==> src/rtl/pipelined_rca_adder_if.sv <==
// Valid/ready operand and result bus for pipelined_rca_adder.
// With PIPE_RCA_SUB_EN defined the bus also carries the Sub select.
interface pipelined_rca_adder_if #(
    parameter int WIDTH = 16
);
    logic             in_valid;
    logic             in_ready;
    logic [WIDTH-1:0] A;
    logic [WIDTH-1:0] B;
    logic             C_in;
`ifdef PIPE_RCA_SUB_EN
    logic             Sub;
`endif
    logic             out_valid;
    logic             out_ready;
    logic [WIDTH-1:0] S;
    logic             C_out;
    logic             V;

`ifdef PIPE_RCA_SUB_EN
    modport master (
        output in_valid, A, B, C_in, Sub, out_ready,
        input  in_ready, out_valid, S, C_out, V
    );
    modport slave (
        input  in_valid, A, B, C_in, Sub, out_ready,
        output in_ready, out_valid, S, C_out, V
    );
`else
    modport master (
        output in_valid, A, B, C_in, out_ready,
        input  in_ready, out_valid, S, C_out, V
    );
    modport slave (
        input  in_valid, A, B, C_in, out_ready,
        output in_ready, out_valid, S, C_out, V
    );
`endif
endinterface

==> src/rtl/pipelined_rca_adder.sv <==
// Pipelined ripple-carry adder: one SEG-bit segment per stage, carry registered between stages.
// Define PIPE_RCA_SUB_EN to add the Sub input (A - B - C_in computed as A + ~B + ~C_in).
module pipelined_rca_adder #(
    parameter int WIDTH = 16,
    parameter int SEG   = 4
) (
    input  logic                 clk,
    input  logic                 rst_n,
    pipelined_rca_adder_if.slave bus
);
    localparam int SEG_NZ = (SEG < 1) ? 1 : SEG;
    localparam int STAGES = (WIDTH / SEG_NZ < 1) ? 1 : WIDTH / SEG_NZ;

    if ((SEG < 1) || (WIDTH % SEG_NZ != 0)) begin : g_bad_cfg
        $error("pipelined_rca_adder: WIDTH must be a nonzero multiple of SEG");
    end

    logic             adv;
    logic [WIDTH-1:0] b_eff;
    logic             cin_eff;

    // Every stage moves together; a stalled output freezes the whole pipe.
    assign adv          = ~bus.out_valid | bus.out_ready;
    assign bus.in_ready = adv;

`ifdef PIPE_RCA_SUB_EN
    // Subtraction is folded into the operand at entry, so the inverted B travels down the skew.
    assign b_eff   = bus.Sub ? ~bus.B : bus.B;
    assign cin_eff = bus.C_in ^ bus.Sub;
`else
    assign b_eff   = bus.B;
    assign cin_eff = bus.C_in;
`endif

    for (genvar k = 0; k < STAGES; k++) begin : g_stg
        localparam int LO = k * SEG_NZ;
        localparam int HI = LO + SEG_NZ - 1;

        logic              vld_d;
        logic              vld_q;
        logic              ld;
        logic [SEG_NZ-1:0] a_seg;
        logic [SEG_NZ-1:0] b_seg;
        logic [SEG_NZ-1:0] s_seg;
        logic [SEG_NZ:0]   c;
        logic [HI:0]       sum_d;
        logic [HI:0]       sum_q;
        logic              carry_q;

        if (k == 0) begin : g_src
            assign vld_d = bus.in_valid;
            assign a_seg = bus.A[HI:LO];
            assign b_seg = b_eff[HI:LO];
            assign c[0]  = cin_eff;
            assign sum_d = s_seg;
        end else begin : g_src
            assign vld_d = g_stg[k-1].vld_q;
            assign a_seg = g_stg[k-1].g_hi.a_hi_q[HI:LO];
            assign b_seg = g_stg[k-1].g_hi.b_hi_q[HI:LO];
            assign c[0]  = g_stg[k-1].carry_q;
            assign sum_d = {s_seg, g_stg[k-1].sum_q};
        end

        for (genvar i = 0; i < SEG_NZ; i++) begin : g_fa
            assign s_seg[i]  = a_seg[i] ^ b_seg[i] ^ c[i];
            assign c[i+1]    = (a_seg[i] & b_seg[i]) | (c[i] & (a_seg[i] ^ b_seg[i]));
        end

        // Data only loads for valid slots so the outputs keep the last real result across bubbles.
        assign ld = adv & vld_d;

        always_ff @(posedge clk or negedge rst_n) begin
            if (!rst_n) begin
                vld_q   <= 1'b0;
                sum_q   <= '0;
                carry_q <= 1'b0;
            end else begin
                if (adv) vld_q <= vld_d;
                if (ld) begin
                    sum_q   <= sum_d;
                    carry_q <= c[SEG_NZ];
                end
            end
        end

        if (k < STAGES - 1) begin : g_hi
            logic [WIDTH-1:HI+1] a_hi_q;
            logic [WIDTH-1:HI+1] b_hi_q;
            logic [WIDTH-1:HI+1] a_hi_d;
            logic [WIDTH-1:HI+1] b_hi_d;

            if (k == 0) begin : g_hsrc
                assign a_hi_d = bus.A[WIDTH-1:HI+1];
                assign b_hi_d = b_eff[WIDTH-1:HI+1];
            end else begin : g_hsrc
                assign a_hi_d = g_stg[k-1].g_hi.a_hi_q[WIDTH-1:HI+1];
                assign b_hi_d = g_stg[k-1].g_hi.b_hi_q[WIDTH-1:HI+1];
            end

            always_ff @(posedge clk or negedge rst_n) begin
                if (!rst_n) begin
                    a_hi_q <= '0;
                    b_hi_q <= '0;
                end else if (ld) begin
                    a_hi_q <= a_hi_d;
                    b_hi_q <= b_hi_d;
                end
            end
        end

        if (k == STAGES - 1) begin : g_last
            logic v_q;

            // Overflow: carry into the MSB differs from carry out of it.
            always_ff @(posedge clk or negedge rst_n) begin
                if (!rst_n)  v_q <= 1'b0;
                else if (ld) v_q <= c[SEG_NZ-1] ^ c[SEG_NZ];
            end
        end
    end

    assign bus.out_valid = g_stg[STAGES-1].vld_q;
    assign bus.S         = g_stg[STAGES-1].sum_q;
    assign bus.C_out     = g_stg[STAGES-1].carry_q;
    assign bus.V         = g_stg[STAGES-1].g_last.v_q;
endmodule

==> src/flat_wrapper.sv <==
// flat-port wrapper written by rule: the top's interface ports become plain ports
module pipelined_rca_adder_flat 
#(
    parameter int WIDTH = 16,
    parameter int SEG   = 4
)
  (clk, rst_n, bus_in_valid, bus_A, bus_B, bus_C_in, bus_out_ready, bus_in_ready, bus_out_valid, bus_S, bus_C_out, bus_V);
  pipelined_rca_adder_if #(.WIDTH(WIDTH)) bus_i ();
  input  logic clk;
  input  logic rst_n;
  input wire logic [$bits(bus_i.in_valid)-1:0] bus_in_valid;
  input wire logic [$bits(bus_i.A)-1:0] bus_A;
  input wire logic [$bits(bus_i.B)-1:0] bus_B;
  input wire logic [$bits(bus_i.C_in)-1:0] bus_C_in;
  input wire logic [$bits(bus_i.out_ready)-1:0] bus_out_ready;
  output wire logic [$bits(bus_i.in_ready)-1:0] bus_in_ready;
  output wire logic [$bits(bus_i.out_valid)-1:0] bus_out_valid;
  output wire logic [$bits(bus_i.S)-1:0] bus_S;
  output wire logic [$bits(bus_i.C_out)-1:0] bus_C_out;
  output wire logic [$bits(bus_i.V)-1:0] bus_V;
  assign bus_i.in_valid = bus_in_valid;
  assign bus_i.A = bus_A;
  assign bus_i.B = bus_B;
  assign bus_i.C_in = bus_C_in;
  assign bus_i.out_ready = bus_out_ready;
  assign bus_in_ready = bus_i.in_ready;
  assign bus_out_valid = bus_i.out_valid;
  assign bus_S = bus_i.S;
  assign bus_C_out = bus_i.C_out;
  assign bus_V = bus_i.V;
  pipelined_rca_adder #(.WIDTH(WIDTH), .SEG(SEG)) u_core (.clk(clk), .rst_n(rst_n), .bus(bus_i));
endmodule
==> config.mk <==
export PLATFORM = sky130hd
export DESIGN_NAME = pipelined_rca_adder_flat
export DESIGN_NICKNAME = d
export VERILOG_FILES = /design/src/rtl/pipelined_rca_adder_if.sv /design/src/rtl/pipelined_rca_adder.sv /design/src/flat_wrapper.sv
export SDC_FILE = /design/constraint.sdc
export NUM_CORES = 1
export LEC_CHECK = 0
export BUFFER_PORTS_ARGS = -buffer_cell sky130_fd_sc_hd__buf_2
export CORE_MARGIN = 5
export CORE_UTILIZATION = 57
export CTS_CLUSTER_DIAMETER = 40
export CTS_CLUSTER_SIZE = 20
export DETAILED_ROUTE_END_ITERATION = 7
export GPL_ROUTABILITY_DRIVEN = 0
export PLACE_DENSITY_LB_ADDON = 0.2
export SYNTH_ARGS = -nofsm -noshare
export SYNTH_HDL_FRONTEND = slang
export SYNTH_SLANG_ARGS = --single-unit
==> constraint.sdc <==
create_clock -name clk -period 2.8 [get_ports clk]
set_input_delay 0.14 -clock clk [delete_from_list [all_inputs] [get_ports clk]]
set_output_delay 0.14 -clock clk [all_outputs]
set_load 0.1 [all_outputs]
* Yosys cells after proc, flatten, opt, wreduce, memory -nomap -nowiden
Index checks and enable logic that the tools add are counted.
W data, S select, Z words.
** Operators by class
- Bitwise gates (word level) :: 87
** Operator list (number)
- $and A1 B1 Y1 :: 36
- $xor A1 B1 Y1 :: 33
- $or A1 B1 Y1 :: 17
- $not A1 Y1 :: 1
** Word-level totals
- Flip-flop bits (word level) :: 97
- Bits of input ports :: 37
- Output and inout bits :: 20
- Logic and storage cells :: 106

* Longest topological paths before layout
- Word-level depth :: 10
- Mapped depth :: 9
- Depth with buffers taken out :: 9

* Least setup slack after synthesis
OpenSTA, ideal clock, no wires.
- Path type :: flip-flop to flip-flop
- Start :: reg u_core.g_stg[2].g_hi.b_hi_q[12] (netlist bit)
- End :: reg u_core.g_stg[3].g_last.v_q (netlist: u_core.bus.V)
- Setup time :: 126 ps
- Arrival time :: 2125 ps
- Data required time :: 2674 ps
- Path slack :: 549 ps
- Cell stages (with the launch flop) :: 10
- Buffers on the path :: 0
- Period minus slack after synthesis :: 2251 ps
- Path through :: dfrtp_1 -> inv_1 -> fa_1 -> inv_1 -> fa_1 -> fa_1 -> inv_1 -> fa_1 -> xnor2_1 -> mux2_2
** On the way
- Longest elaborated chain between the ends :: 10
- Elaborated cells on any way between the ends :: 11
- Classes of those cells :: 11 x bitwise
** Ends and longest elaborated chain
- start, declared :: RTL line pipelined_rca_adder.sv:88 : logic [WIDTH-1:HI+1] b_hi_q;
- start signal, assigned :: RTL line pipelined_rca_adder.sv:106 : b_hi_q <= b_hi_d;
- $xor A1 B1 Y1 :: RTL line pipelined_rca_adder.sv:66 : assign c[i+1] = (a_seg[i] & b_seg[i]) | (c[i] & (a_seg[i] ^ b_seg[i]));
- $and A1 B1 Y1 :: RTL line pipelined_rca_adder.sv:66
- $or A1 B1 Y1 * :: RTL line pipelined_rca_adder.sv:66
- $and A1 B1 Y1 * :: RTL line pipelined_rca_adder.sv:66
- $or A1 B1 Y1 * :: RTL line pipelined_rca_adder.sv:66
- $and A1 B1 Y1 * :: RTL line pipelined_rca_adder.sv:66
- $or A1 B1 Y1 * :: RTL line pipelined_rca_adder.sv:66
- $and A1 B1 Y1 :: RTL line pipelined_rca_adder.sv:66
- $or A1 B1 Y1 :: RTL line pipelined_rca_adder.sv:66
- $xor A1 B1 Y1 * :: RTL line pipelined_rca_adder.sv:117 : else if (ld) v_q <= c[SEG_NZ-1] ^ c[SEG_NZ];
- end signal, assigned :: RTL line pipelined_rca_adder.sv:117
- end, declared :: RTL line pipelined_rca_adder.sv:112 : logic v_q;
Every way passes the cells marked *; elsewhere a longest branch is shown, timed or not.
A chain may end at the register's enable or synchronous reset.

* Worst setup path in the final report
Same ends and word-level chain as after synthesis.

==> results.sh <==
export IMPL_status="finished, final reports clean"
export IMPL_top_layer="met4"
export IMPL_dr_wl_met3_um=242
export IMPL_fin_crit_sh_pct=85.1
export IMPL_grt_max_degree=98
export IMPL_clkTransAtPathRegs_ns=0.10
export IMPL_numCtsBuffers=9
export IMPL_dr_wl_met2_um=3170
export IMPL_ios=57
export IMPL_r2r_start="u_core.g_stg[2].g_hi.b_hi_q[12]$_DFFE_PN0P_"
export IMPL_initial_core_util_pct=57.7
export IMPL_tightest_slew_ns=0.575
export IMPL_syn_area_um2=4390
export IMPL_vias=2103
export IMPL_synth_most_common_cell="dfrtp_1"
export IMPL_ys_warn_count=0
export IMPL_hold_viol=0
export IMPL_timing_fmax_mhz=420
export IMPL_finalSetupViolCount=0
export IMPL_h_tree_depth=3
export IMPL_syn_num_nets=318
export IMPL_cts_tree="done"
export IMPL_reg2regPathDepth=9
export IMPL_area_growth_pct=15.7
export IMPL_synth_common_cells="dfrtp_1 (97), mux2_4 (65), inv_1 (40)"
export IMPL_yosysSeqAreaShare_pct=55.3
export IMPL_synthSimpleGateAreaFrac_pct=1.82
export IMPL_synthXorXnorAreaFrac_pct=0.200
export IMPL_drtPass1Iterations=2
export IMPL_root_buffer="clkbuf_8"
export IMPL_ctsResizeCount=0
export IMPL_cts_sinks=97
export IMPL_worstHoldStart="bus_A[8]"
export IMPL_critPathMaxFanout=2
export IMPL_met1_length_um=3110
export IMPL_diodes=0
export IMPL_synth_cell_types=14
export IMPL_grt_ovfl_total=0
export IMPL_synth_area_leaders="dfrtp_1 (55%), mux2_4 (22%), fa_1 (7.3%)"
export IMPL_clockBufferDepth=2
export IMPL_ys_async_sr_fraction_pct=100
export IMPL_period_needed_ns=2.38
export IMPL_syn_inst=265
export IMPL_yosys_area_share_adder_pct=7.30
export IMPL_drive_gt1_share_pct=45.9
export IMPL_synth_top_area_share_pct=55.3
export IMPL_drtAntennaViolNets=0
export IMPL_synthMuxAreaShare_pct=29.1
export IMPL_grt_antenna_before_repair=0
export IMPL_grt_pass1_vias=2334
export IMPL_grt_pass1_wl_um=11600
export IMPL_wl_um=6600
export IMPL_synth_edff_count=0
export IMPL_synth_top_family_by_area="multiplexers"
export IMPL_ys_ff_latch=97
export IMPL_insertion_delay_ns=0.35
export IMPL_post_drt_wl_per_cell_um=14.8
export IMPL_io_buffers=56
export IMPL_syn_avg_cell_area_um2=16.6
export IMPL_post_cts_buffers=0
export IMPL_skew_ns=0.0142
export IMPL_vias_per_cell=4.72
export IMPL_fp_dieH_um=97.7
export IMPL_worstSetupEndpointType="flop"
export IMPL_core_um2=7610
export IMPL_dieArea_um2=9550
export IMPL_maxCapViolCount=0
export IMPL_synth_compound_area_share_pct=0.342
export IMPL_grt_use_total_pct=15.2
export IMPL_hold_depth=2
export IMPL_min_to="u_core.g_stg[0].g_hi.a_hi_q[8]$_DFFE_PN0P_"
export IMPL_crit_type="flop to flop"
export IMPL_utilization_pct=66.7
export IMPL_worst_ep_required_time_ns=3.03
export IMPL_critPathLaunchType="flop"
export IMPL_drtIter0Drc=34
export IMPL_drc_errors=0
export IMPL_fp_row_count=32
export IMPL_synth_area_leader_cell="dfrtp_1"
export IMPL_placed_area_um2=4710
export IMPL_placedCellCount=415
export IMPL_final_cells=446
export IMPL_fin_tns_setup_ns=0
export IMPL_yosys_most_used_dff="dfrtp_1"
export IMPL_postLayoutCellArea_um2=5080
export IMPL_die_w_um=97.7
export IMPL_slew_headroom_pct=61.6
export IMPL_rrSetupSlack_ns=0.42
export IMPL_nets=392
export IMPL_grt_setup_unrepaired="no"
export IMPL_dp_hpwl_um=4320
export IMPL_rr_endpoint="u_core.bus.V$_DFFE_PN0P_"
export IMPL_drv_slew=0
export IMPL_worstPathArrival_ns=2.62
export IMPL_hp_class="primary input to flop"
[cell families after synthesis]
kind of cell / after synthesis
fa+ha+maj: 16
simple gates: 6
mux: 93
buf+inv: 49
compound gates: 3
flops: 97
xor+xnor: 1
[critical path: stages, from the launching register on]
cell and delay (ns):
dfrtp_1 0.36, inv_1 0.06, fa_1 0.41, inv_1 0.09
fa_1 0.20, fa_1 0.23, inv_1 0.07, fa_1 0.45
xnor2_1 0.15, mux2_2 0.25
[flip-flops by register name, indices dropped and copies added, names as in the netlist]
| register | count |
|---|---|
| u_core.g_stg.g_hi.b_hi_q | 24 |
| u_core.bus.C_out | 1 |
| u_core.g_stg.carry_q | 3 |
| u_core.g_stg.vld_q | 3 |
| u_core.bus.V | 1 |
| u_core.g_stg.g_hi.a_hi_q | 24 |
| u_core.g_stg.sum_q | 24 |
| u_core.bus.out_valid | 1 |
| u_core.bus.S | 16 |
[how the worst max path moves through the flow]
stage / startpoint / end / cells after the start
after CTS: u_core.g_stg[2].g_hi.b_hi_q[12]$_DFFE_PN0P_ / u_core.bus.V$_DFFE_PN0P_ / 9
final: u_core.g_stg[2].g_hi.b_hi_q[12]$_DFFE_PN0P_ / u_core.bus.V$_DFFE_PN0P_ / 9
after global routing: u_core.g_stg[2].g_hi.b_hi_q[12]$_DFFE_PN0P_ / u_core.bus.V$_DFFE_PN0P_ / 9
after floorplan: u_core.g_stg[2].g_hi.b_hi_q[12]$_DFFE_PN0P_ / u_core.bus.V$_DFFE_PN0P_ / 9
after detailed placement: u_core.g_stg[2].g_hi.b_hi_q[12]$_DFFE_PN0P_ / u_core.bus.V$_DFFE_PN0P_ / 9
after global placement: u_core.g_stg[2].g_hi.b_hi_q[12]$_DFFE_PN0P_ / u_core.bus.V$_DFFE_PN0P_ / 9
[what timing repair did]
item                                    4_1_cts  5_1_grt
endpoints found under the setup margin        0        0
endpoints found under the hold margin       111        0
hold buffers                                 15        0
[per-stage QoR]
step / hold slack, ns / setup WS (ns)
after CTS: 0.000853 / 0.383
after global routing: 0.00438 / 0.278
after floorplan: -0.156 / 0.549
after detailed placement: 0.237 / 0.407
after global placement: 0.232 / 0.486
final: 0.0141 / 0.418
[layout by cell type, fill, tap and decap left out, types with 2 or more instances in the layout]
cell type / Yosys / routed
buf_2: 0 / 55
fa_1: 16 / 16
mux2_4: 65 / 65
bufinv_16: 0 / 2
mux2i_1: 12 / 12
clkbuf_8: 0 / 9
dlygate4sd3_1: 0 / 15
dfrtp_1: 97 / 97
o21ai_0: 3 / 3
nand2_4: 2 / 2
nand2_8: 2 / 2
inv_1: 40 / 40
mux2_2: 16 / 16
[metal layers]
metal,track usage (%),vias up
met5,0,-
met4,5.75,0
met3,3.43,10
met2,23.7,40
met1,21.0,1042
li1,-,1011
[cell type report]
cell class | instances | area [µm²]
fillers | 558 | 2530
flip-flops and latches | 97 | 2430
multi-input cells | 119 | 1700
repair buffers | 72 | 453
inverters | 40 | 150
clock buffers | 10 | 128
well taps | 102 | 128
clock inverters | 6 | 90.1
Power is left out: the tool's default activity adds up to more than one toggle a clock period on the data nets, which glitch-free logic cannot reach.
